[config.mk]
export PLATFORM = sky130hd
export DESIGN_NAME = inst_fetch_queue
export DESIGN_NICKNAME = d
export VERILOG_FILES = /design/src/rtl/mips_pkg.sv /design/src/rtl/fetch_fifo.sv /design/src/rtl/inst_fetch_queue.sv
export SDC_FILE = /design/constraint.sdc
export NUM_CORES = 1
export LEC_CHECK = 0
export BUFFER_PORTS_ARGS = -buffer_cell sky130_fd_sc_hd__buf_2
export CAP_MARGIN = 20
export CORE_MARGIN = 5
export CORE_UTILIZATION = 50
export DETAILED_ROUTE_END_ITERATION = 8
export PLACE_DENSITY = 0.7
export SETUP_SLACK_MARGIN = 0.1
export SLEW_MARGIN = 30
export SYNTH_ARGS = -nofsm -noshare
export SYNTH_HDL_FRONTEND = slang
export SYNTH_SLANG_ARGS = --single-unit
[constraint.sdc]
create_clock -name clock -period 4.45 [get_ports clock]
set_input_delay 0.2225 -clock clock [delete_from_list [all_inputs] [get_ports clock]]
set_output_delay 0.2225 -clock clock [all_outputs]
set_load 0.1 [all_outputs]
[src/rtl/mips_pkg.sv]
// Shared fetch-path types and sizing helpers.
// Pure declarations: no latency, no flow control.
// Used by the fetch queue and its FIFO.
package mips_pkg;

    localparam int WORD_W = 32;
    localparam logic [WORD_W-1:0] PC_STEP = 32'd4;
    localparam logic [WORD_W-1:0] RESET_PC_DEFAULT = 32'h0000_0000;

    typedef struct packed {
        logic [WORD_W-1:0] inst;
        logic [WORD_W-1:0] pc;
    } inst_entry_t;

    function automatic int ptr_w(input int depth);
        return (depth > 1) ? $clog2(depth) : 1;
    endfunction

    function automatic int cnt_w(input int depth);
        return $clog2(depth + 1);
    endfunction

endpackage

[src/rtl/fetch_fifo.sv]
// Synchronous FIFO of fetched {inst, pc} entries with flush.
// Latency: a pushed entry is readable at head the cycle after the push.
// Backpressure: none internally; the caller's credit scheme prevents overflow.
module fetch_fifo
    import mips_pkg::*;
#(
    parameter  int DEPTH = 4,
    localparam int PTR_W = ptr_w(DEPTH),
    localparam int CNT_W = cnt_w(DEPTH)
) (
    input  logic             clock,
    input  logic             reset,
    input  logic             push,
    input  inst_entry_t      push_dat,
    input  logic             pop,
    input  logic             flush,
    output inst_entry_t      head,
    output logic [CNT_W-1:0] count
);

    inst_entry_t      mem [DEPTH];
    logic [PTR_W-1:0] wr_ptr;
    logic [PTR_W-1:0] rd_ptr;

    always_ff @(posedge clock) begin
        if (!reset || flush) begin
            wr_ptr <= '0;
            rd_ptr <= '0;
            count  <= '0;
        end else begin
            if (push) wr_ptr <= wr_ptr + PTR_W'(1);
            if (pop)  rd_ptr <= rd_ptr + PTR_W'(1);
            case ({push, pop})
                2'b10:   count <= count + CNT_W'(1);
                2'b01:   count <= count - CNT_W'(1);
                default: count <= count;
            endcase
        end
    end

    always_ff @(posedge clock) begin
        if (push && !flush) mem[wr_ptr] <= push_dat;
    end

    assign head = mem[rd_ptr];

endmodule

[src/rtl/inst_fetch_queue.sv]
// Fetch stage: owns the PC, issues imem word reads, buffers words for decode; FETCH_STATS_EN adds stall/drop counters.
// Latency: instruction visible on inst_* the cycle after its memory response.
// Backpressure: requests gated by FIFO credits (count + outstanding < DEPTH); redirect flushes and drops in-flight words.
module inst_fetch_queue
    import mips_pkg::*;
#(
    parameter int          DEPTH    = 4,
    parameter logic [31:0] RESET_PC = RESET_PC_DEFAULT
) (
    input  logic        clock,
    input  logic        reset,
    output logic        imem_req_valid,
    input  logic        imem_req_ready,
    output logic [29:0] imem_addr,
    input  logic        imem_rsp_valid,
    input  logic [31:0] imem_rsp_data,
    input  logic        redirect_valid,
    input  logic [31:0] redirect_pc,
    output logic        inst_valid,
    input  logic        inst_ready,
    output logic [31:0] inst,
    output logic [31:0] inst_pc
`ifdef FETCH_STATS_EN
    ,
    output logic [31:0] stat_stall_cycles,
    output logic [31:0] stat_drops
`endif
);

    localparam int              CNT_W   = cnt_w(DEPTH);
    localparam logic [CNT_W:0]  CREDITS = (CNT_W + 1)'(DEPTH);

    logic [31:0]      fetch_pc;
    logic [31:0]      rsp_pc;
    logic [31:0]      redirect_base;
    logic [CNT_W-1:0] outstanding;
    logic [CNT_W-1:0] outstanding_nxt;
    logic [CNT_W-1:0] drop_cnt;
    logic [CNT_W-1:0] count;
    logic             run_q;
    logic             accept;
    logic             rsp_fire;
    logic             discard;
    logic             keep;
    logic             pop;
    inst_entry_t      head;
    inst_entry_t      push_dat;

    assign imem_req_valid = reset && run_q && !redirect_valid &&
                            (({1'b0, count} + {1'b0, outstanding}) < CREDITS);
    assign imem_addr      = fetch_pc[31:2];
    assign accept         = imem_req_valid && imem_req_ready;

    // A response with nothing outstanding can only be a leftover from before reset.
    assign rsp_fire        = imem_rsp_valid && (outstanding != '0);
    assign discard         = rsp_fire && (redirect_valid || (drop_cnt != '0));
    assign keep            = rsp_fire && !discard;
    assign outstanding_nxt = outstanding + CNT_W'(accept) - CNT_W'(rsp_fire);
    assign redirect_base   = redirect_pc & 32'hFFFF_FFFC;

    assign inst_valid = (count != '0);
    assign pop        = inst_valid && inst_ready && !redirect_valid;
    assign inst       = inst_valid ? head.inst : '0;
    assign inst_pc    = inst_valid ? head.pc   : '0;
    assign push_dat   = '{inst: imem_rsp_data, pc: rsp_pc};

    always_ff @(posedge clock) begin
        if (!reset) begin
            run_q       <= 1'b0;
            fetch_pc    <= RESET_PC;
            rsp_pc      <= RESET_PC;
            outstanding <= '0;
            drop_cnt    <= '0;
        end else begin
            run_q       <= 1'b1;
            outstanding <= outstanding_nxt;
            if (redirect_valid) begin
                fetch_pc <= redirect_base;
                rsp_pc   <= redirect_base;
                drop_cnt <= outstanding_nxt;
            end else begin
                if (accept) fetch_pc <= fetch_pc + PC_STEP;
                if (keep)   rsp_pc   <= rsp_pc + PC_STEP;
                if (rsp_fire && (drop_cnt != '0)) drop_cnt <= drop_cnt - CNT_W'(1);
            end
        end
    end

    fetch_fifo #(.DEPTH(DEPTH)) u_fifo (
        .clock    (clock),
        .reset    (reset),
        .push     (keep),
        .push_dat (push_dat),
        .pop      (pop),
        .flush    (redirect_valid),
        .head     (head),
        .count    (count)
    );

    overflow_chk: assert property (@(posedge clock) disable iff (!reset)
                                   !(rsp_fire && (count == CNT_W'(DEPTH))));

`ifdef FETCH_STATS_EN
    always_ff @(posedge clock) begin
        if (!reset) begin
            stat_stall_cycles <= '0;
            stat_drops        <= '0;
        end else begin
            if (!inst_valid && !redirect_valid && (stat_stall_cycles != 32'hFFFF_FFFF))
                stat_stall_cycles <= stat_stall_cycles + 32'd1;
            if (discard && (stat_drops != 32'hFFFF_FFFF))
                stat_drops <= stat_drops + 32'd1;
        end
    end
`endif

endmodule

# == After elaboration in Yosys (flattened, before gate mapping) ==
# Memory sizes are Yosys's and may differ from the RTL's. A register that Yosys moved wholly into a read port is not among the register bits.
# Index checks and enable logic that the tools add are counted.
# W data, S select, Z words.
# word_totals
register_bits,78
mem_bits_rw,256
inputBits,70
output_inout_bits,96
elab_cells,63
mem_count,1
# classes
addsub,10
order_cmp,1
eq_ne,2
mux,14
bitwise,1
reduce_logical,24
# memory_table
memory,words,width,rd,rd_clocked_by_memory_dff,write_ports,line,rtl
u_fifo.mem,4,64,1,1,1,fetch_fifo.sv:21,inst_entry_t mem [DEPTH];
# op_table
op,n
$mux W32,6
$add A32 B3 Y32 const B,2
$logic_and A1 B1 Y1,11
$reduce_bool A3 Y1,3
$reduce_bool A2 Y1,4
$mux W3,2
$pmux W3 S2,1
$sub A3 B1 Y3 const B,2
$add A2 B1 Y2 const B,2
$add A3 B3 Y4,1
$lt A4 B3 Y1 const B,1
$mux W2,2
$add A3 B1 Y3,1
$add A3 B1 Y3 const B,1
$logic_not A1 Y1,3
$mux W1,3
$sub A3 B1 Y3,1
$eq A2 B1 Y1 const B,1
$eq A2 B2 Y1 const B,1
$logic_or A1 B1 Y1,2
$reduce_or A2 Y1,1
$not A1 Y1,1

# == Depth between registers and ports, before layout ==
# logic_depth
word_depth,8
mapped_depth,14
depth_no_buf,12

# == By module ==
# From an unflattened synthesis, not the netlist that was laid out.
# unflattened
hier_cells,904
hier_area_um2,13829.5
# modules_own_cells
mod,n_inst,cells_per_inst,area_each_um2,seq_area_each_um2
fetch_fifo,1,377,9733.1,7867.5
inst_fetch_queue,1,527,4096.4,1341.3

# == Worst setup path before layout ==
# OpenSTA, ideal clock, no wires.
# synth_path
kind,reg2reg
startpoint,register drop_cnt[0]
endpoint,memory u_fifo.mem[0][10] (netlist name) (enable)
setup_time_ns,0.426
t_arrival_ns,2.734
required_time_ns,4.024
slack_ns,1.290
stages_incl_launch_ff,7
path_buffers,1
synth_period_minus_slack_ns,3.160
cell_sequence,dfxtp_1 inv_1 ha_1 nand2b_1 clkbuf_1 nor3b_2 and2_1
# synth_between
elab_chain_cells,8
# synth_rtl
element,line,rtl
from (decl),inst_fetch_queue.sv:38,logic [CNT_W-1:0] drop_cnt;
from (signal assigned),inst_fetch_queue.sv:80,drop_cnt <= outstanding_nxt;
from (signal assigned),inst_fetch_queue.sv:84,if (rsp_fire && (drop_cnt != '0)) drop_cnt <= drop_cnt - CNT_W'(1);
$reduce_bool A3 Y1,inst_fetch_queue.sv:56,assign discard = rsp_fire && (redirect_valid || (drop_cnt != '0));
$logic_or A1 B1 Y1,inst_fetch_queue.sv:56,
$logic_and A1 B1 Y1,inst_fetch_queue.sv:56,
$logic_not A1 Y1,inst_fetch_queue.sv:57,assign keep = rsp_fire && !discard;
$logic_and A1 B1 Y1,inst_fetch_queue.sv:57,
$logic_and A1 B1 Y1,fetch_fifo.sv:42,if (push && !flush) mem[wr_ptr] <= push_dat;
$mux W1,fetch_fifo.sv:42,
$mux W1 (not written as such),fetch_fifo.sv:42,
to (decl),fetch_fifo.sv:21,
# Every way passes these cells.

# == Final worst setup path ==
# layout_path
startpoint,register outstanding[2]
endpoint,register drop_cnt[2]
# layout_between
elab_chain_cells,7
word_cells_on_any_way,11
classes_between,add/sub (3); order compare (1); mux (1); reduce/logical (6)
# layout_rtl
element,line,rtl
from (decl),inst_fetch_queue.sv:36,logic [CNT_W-1:0] outstanding;
from (signal assigned),inst_fetch_queue.sv:76,outstanding <= outstanding_nxt;
$add A3 B3 Y4,inst_fetch_queue.sv:50,"(({1'b0, count} + {1'b0, outstanding}) < CREDITS);"
$lt A4 B3 Y1,inst_fetch_queue.sv:50,
$logic_and A1 B1 Y1,inst_fetch_queue.sv:49,assign imem_req_valid = reset && run_q && !redirect_valid &&
$logic_and A1 B1 Y1,inst_fetch_queue.sv:52,assign accept = imem_req_valid && imem_req_ready;
$add A3 B1 Y3,inst_fetch_queue.sv:58,assign outstanding_nxt = outstanding + CNT_W'(accept) - CNT_W'(rsp_fire);
$sub A3 B1 Y3,inst_fetch_queue.sv:58,
$mux W3,inst_fetch_queue.sv:77,if (redirect_valid) begin
# Parallel ways exist; a longest one is shown, timed or not.
# A chain may end at the register's enable or synchronous reset.

==> impl_metrics.yaml <==
cts:
  cts_htree_levels: 1
  cts_inserted_buffers: 31
  cts-resized-gates: 0
  clk_path_buf_depth: 3
  cts_tree: "built"
  cts.sink_count: 324
  clockRootBuffer: "clkbuf_16"
  post_cts_buffers: 0
  insertion_delay_ns: 0.55
  path_clk_slew_ns: 0.06
detailed_routing:
  dr.pass1.iters: 4
  vias_per_cell: 5.643
  wl_um: 28300
  vias: 8261
  drcViolationCount: 0
  drtIter0Drc: 534
  ant_nets: 0
  wl_per_cell_um: 19.33
critical_path:
  max_stage_delay_ns: 0.45
  cp.required_ns: 4.90
  startpoint: "outstanding[2]$_SDFF_PN0_"
  path_class: "flip-flop to flip-flop"
  cp-end-kind: "flip-flop"
  slowest_stage: "and4_4"
  path_max_fanout: 21
  r2r_start: "outstanding[2]$_SDFF_PN0_"
  cp-start-kind: "flip-flop"
  arrival_ns: 3.93
  cp_top_family: "adder cells"
  path_cells: "ha_1 > nor4b_1 > and4_4 > inv_1 > ha_1 > inv_1 > ha_1 > fa_1 > xnor2_1 > xnor2_1 > nor2_1 > a211oi_1"
  crit_path_frequent_cell: "ha_1"
  critPathBufInv: 2
logic_synthesis:
  synth_top_area_share: 0.5526
  yosysUniqueCellTypes: 63
  ys_ff_latch: 324
  synth_top_area_cell: "edfxtp_1"
  netlist_area_sq_mm: 0.01348
  synthTopCellsByCount: "248 x edfxtp_1, 76 x dfxtp_1, 65 x nor2b_1"
  synth_area_leaders: "edfxtp_1 55%, dfxtp_1 11%, mux4_2 10%"
  postSynthAreaPerCell_sq_um: 15.14
  synth_edf_count: 248
  yosysMostFrequentCell: "edfxtp_1"
  synthFlopType: "edfxtp_1"
  ys_async_sr_fraction: 0
  yosysWarnings: 0
  yosysSeqAreaShare: 0.6656
  syn_inst: 890
cells_and_area:
  final-seq-area_sq_mm: 0.008976
  antenna_cells_inserted: 0
  drive_gt1_frac: 0.2787
  nets: 1184
  design_area_sq_mm: 0.01628
  fillerInstances: 2040
  syn_to_final_growth_pct: 20.82
  multi_input_area_sq_mm: 0.004227
die:
  core_area_sq_mm: 0.02673
  die_area_sq_mm: 0.03033
  die_w_um: 174.2
  rows: 60
  initial_utilization: 0.5042
  ios: 166
  die_h_um: 174.2
place:
  dp_slack_ns: 0.9671
  post_dp_cell_area_sq_mm: 0.01465
  port_buffers: 161
  dp_hpwl_um: 17500
  place.gp.congestion: 0.8914
sta:
  fin_tns_setup_ns: 0
  setup_violations: 0
  slew_headroom: 0.3901
  tightest_slew_ns: 0.9148
  final.min_clock_period_ns: 3.478
  hold_viol_final: 0
  drv_slew: 0
  fmax_mhz: 287.5
  post-route-period-util: 0.7816
  setup_slack_ns: 0.9718
  rsz0062_at_grt: "no"
  finClkSkew_ns: 0.007688
global_routing:
  antenna_found_initial: 0
  grt_max_degree: 64
  grt_pass1_wl_um: 45570
  grt-ovfl-total: 0
  grt_pass1_vias: 8279
  grt_usage: 0.1855
pwr:
  power_density_mw_per_mm2: 441.8
  vdd_drop_max_v: 0.0002810
  power.leakage_uw: 0.005732
job:
  maxCapViolCount: 0
min_path:
  min-delay-start: "redirect_pc[14]"
  hp-class: "input port to flip-flop"
run_status:
  status: "finished, final reports clean"
state kept, by name (all words and copies together), names as in the netlist, named ones only:
| name | flops |
|---|---|
| run_q | 1 |
| outstanding | 3 |
| rsp_pc | 30 |
| u_fifo.mem | 248 |
| fetch_pc | 30 |
| u_fifo.count | 3 |
| u_fifo.rd_ptr | 2 |
| drop_cnt | 3 |
| u_fifo.wr_ptr | 2 |
power breakdown:
group	total, uW	internal (uW)	leakage, uW	switching, uW
logic	907	282	0.00233	625
registers	3500	3400	0.00288	102
clock network	2790	1680	0.000523	1100
total	7190	5360	0.00573	1830
stage by stage:
stage / cells / hold slack [ns] / util / total power [uW]
after CTS: 1463 / 0.0005680 / 0.6083 / 7256
final: 1464 / 0.02258 / 0.6092 / 7193
after detailed placement: 1355 / 0.4381 / 0.5482 / 4438
after global routing: 1464 / 0.03760 / 0.6092 / 7470
after global placement: 1355 / 0.4384 / 0.5479 / 4417
after floorplan: 891 / 0.2502 / - / 4219
final timing paths:
kind | to | slack, ns | cells past startpoint
worst max-delay path | drop_cnt[2]$_SDFFE_PN0P_ | 0.97 | 12
worst min-delay path | fetch_pc[14]$_SDFFE_PN0P_ | 0.02 | 3
worst max register to register | drop_cnt[2]$_SDFFE_PN0P_ | 0.97 | 12
worst min register to register | u_fifo.count[2]$_SDFFE_PP0P_ | 0.53 | 2
final cells by class:
cell class,instances,share of cell area
Tap cell,341,0.02621
Multi-Input combinational cell,497,0.2596
Clock buffer,33,0.04811
Sequential cell,324,0.5513
Clock inverter,24,0.01921
Inverter,19,0.004381
Timing Repair Buffer,226,0.09115
cell usage in the layout, fill, tap and decap left out, types with 4 or more instances in the layout:
master / instances
and4_1: 5
nor2b_1: 65
mux4_2: 62
dlygate4sd3_1: 51
xor2_1: 31
buf_4: 9
nor3_1: 6
xnor2_1: 9
and2_2: 4
or3_1: 9
clkinv_2: 7
nor2_1: 21
and2_1: 7
nand4_1: 30
and3_1: 9
buf_12: 5
inv_1: 18
a31oi_1: 17
mux2i_1: 6
edfxtp_1: 248
dfxtp_1: 74
clkinvlp_4: 5
nand3_1: 23
bufinv_16: 7
ha_1: 13
buf_2: 161
o21ai_0: 39
a21oi_1: 47
nand2_1: 38
clkbuf_16: 31
layer usage:
metal | vias to the layer above | share of wire | global-route usage | routed length [um]
met1 | 4105 | 0.45 | 0.2731 | 12660
met2 | 283 | 0.47 | 0.2961 | 13360
li1 | 3849 | - | - | -
met4 | 0 | 0.011 | 0.03365 | 321
met5 | - | 0 | 0 | 0
met3 | 24 | 0.069 | 0.03415 | 1966
cell families (layout without fill, tap and decap cells):
family | Yosys count | in the layout | synth area share
flip-flops | 324 | 324 | 0.6656
adder cells (fa/ha/maj) | 15 | 15 | 0.01504
other | 1 | 2 | 0.0002783
multiplexers | 69 | 69 | 0.1089
AO/OA/AOI/OAI | 131 | 131 | 0.05757
XOR/XNOR | 40 | 40 | 0.02600
AND/OR/NAND/NOR | 240 | 240 | 0.1033
buffers and inverters | 70 | 302 | 0.02340
worst reg2reg max path, stage by stage, from the launching register on:
cell	delay, ns
dfxtp_1	0.39
ha_1	0.25
nor4b_1	0.36
and4_4	0.45
inv_1	0.34
ha_1	0.39
inv_1	0.04
ha_1	0.18
fa_1	0.38
xnor2_1	0.17
xnor2_1	0.15
nor2_1	0.06
a211oi_1	0.22
timing repair:
| action | 4_1_cts | 5_1_grt |
|---|---|---|
| hold buffers | 51 | 0 |
| setup endpoints to repair | 0 | 0 |
| hold endpoints to repair | 153 | 0 |
No activity file was read; power rests on OpenSTA's default activity.
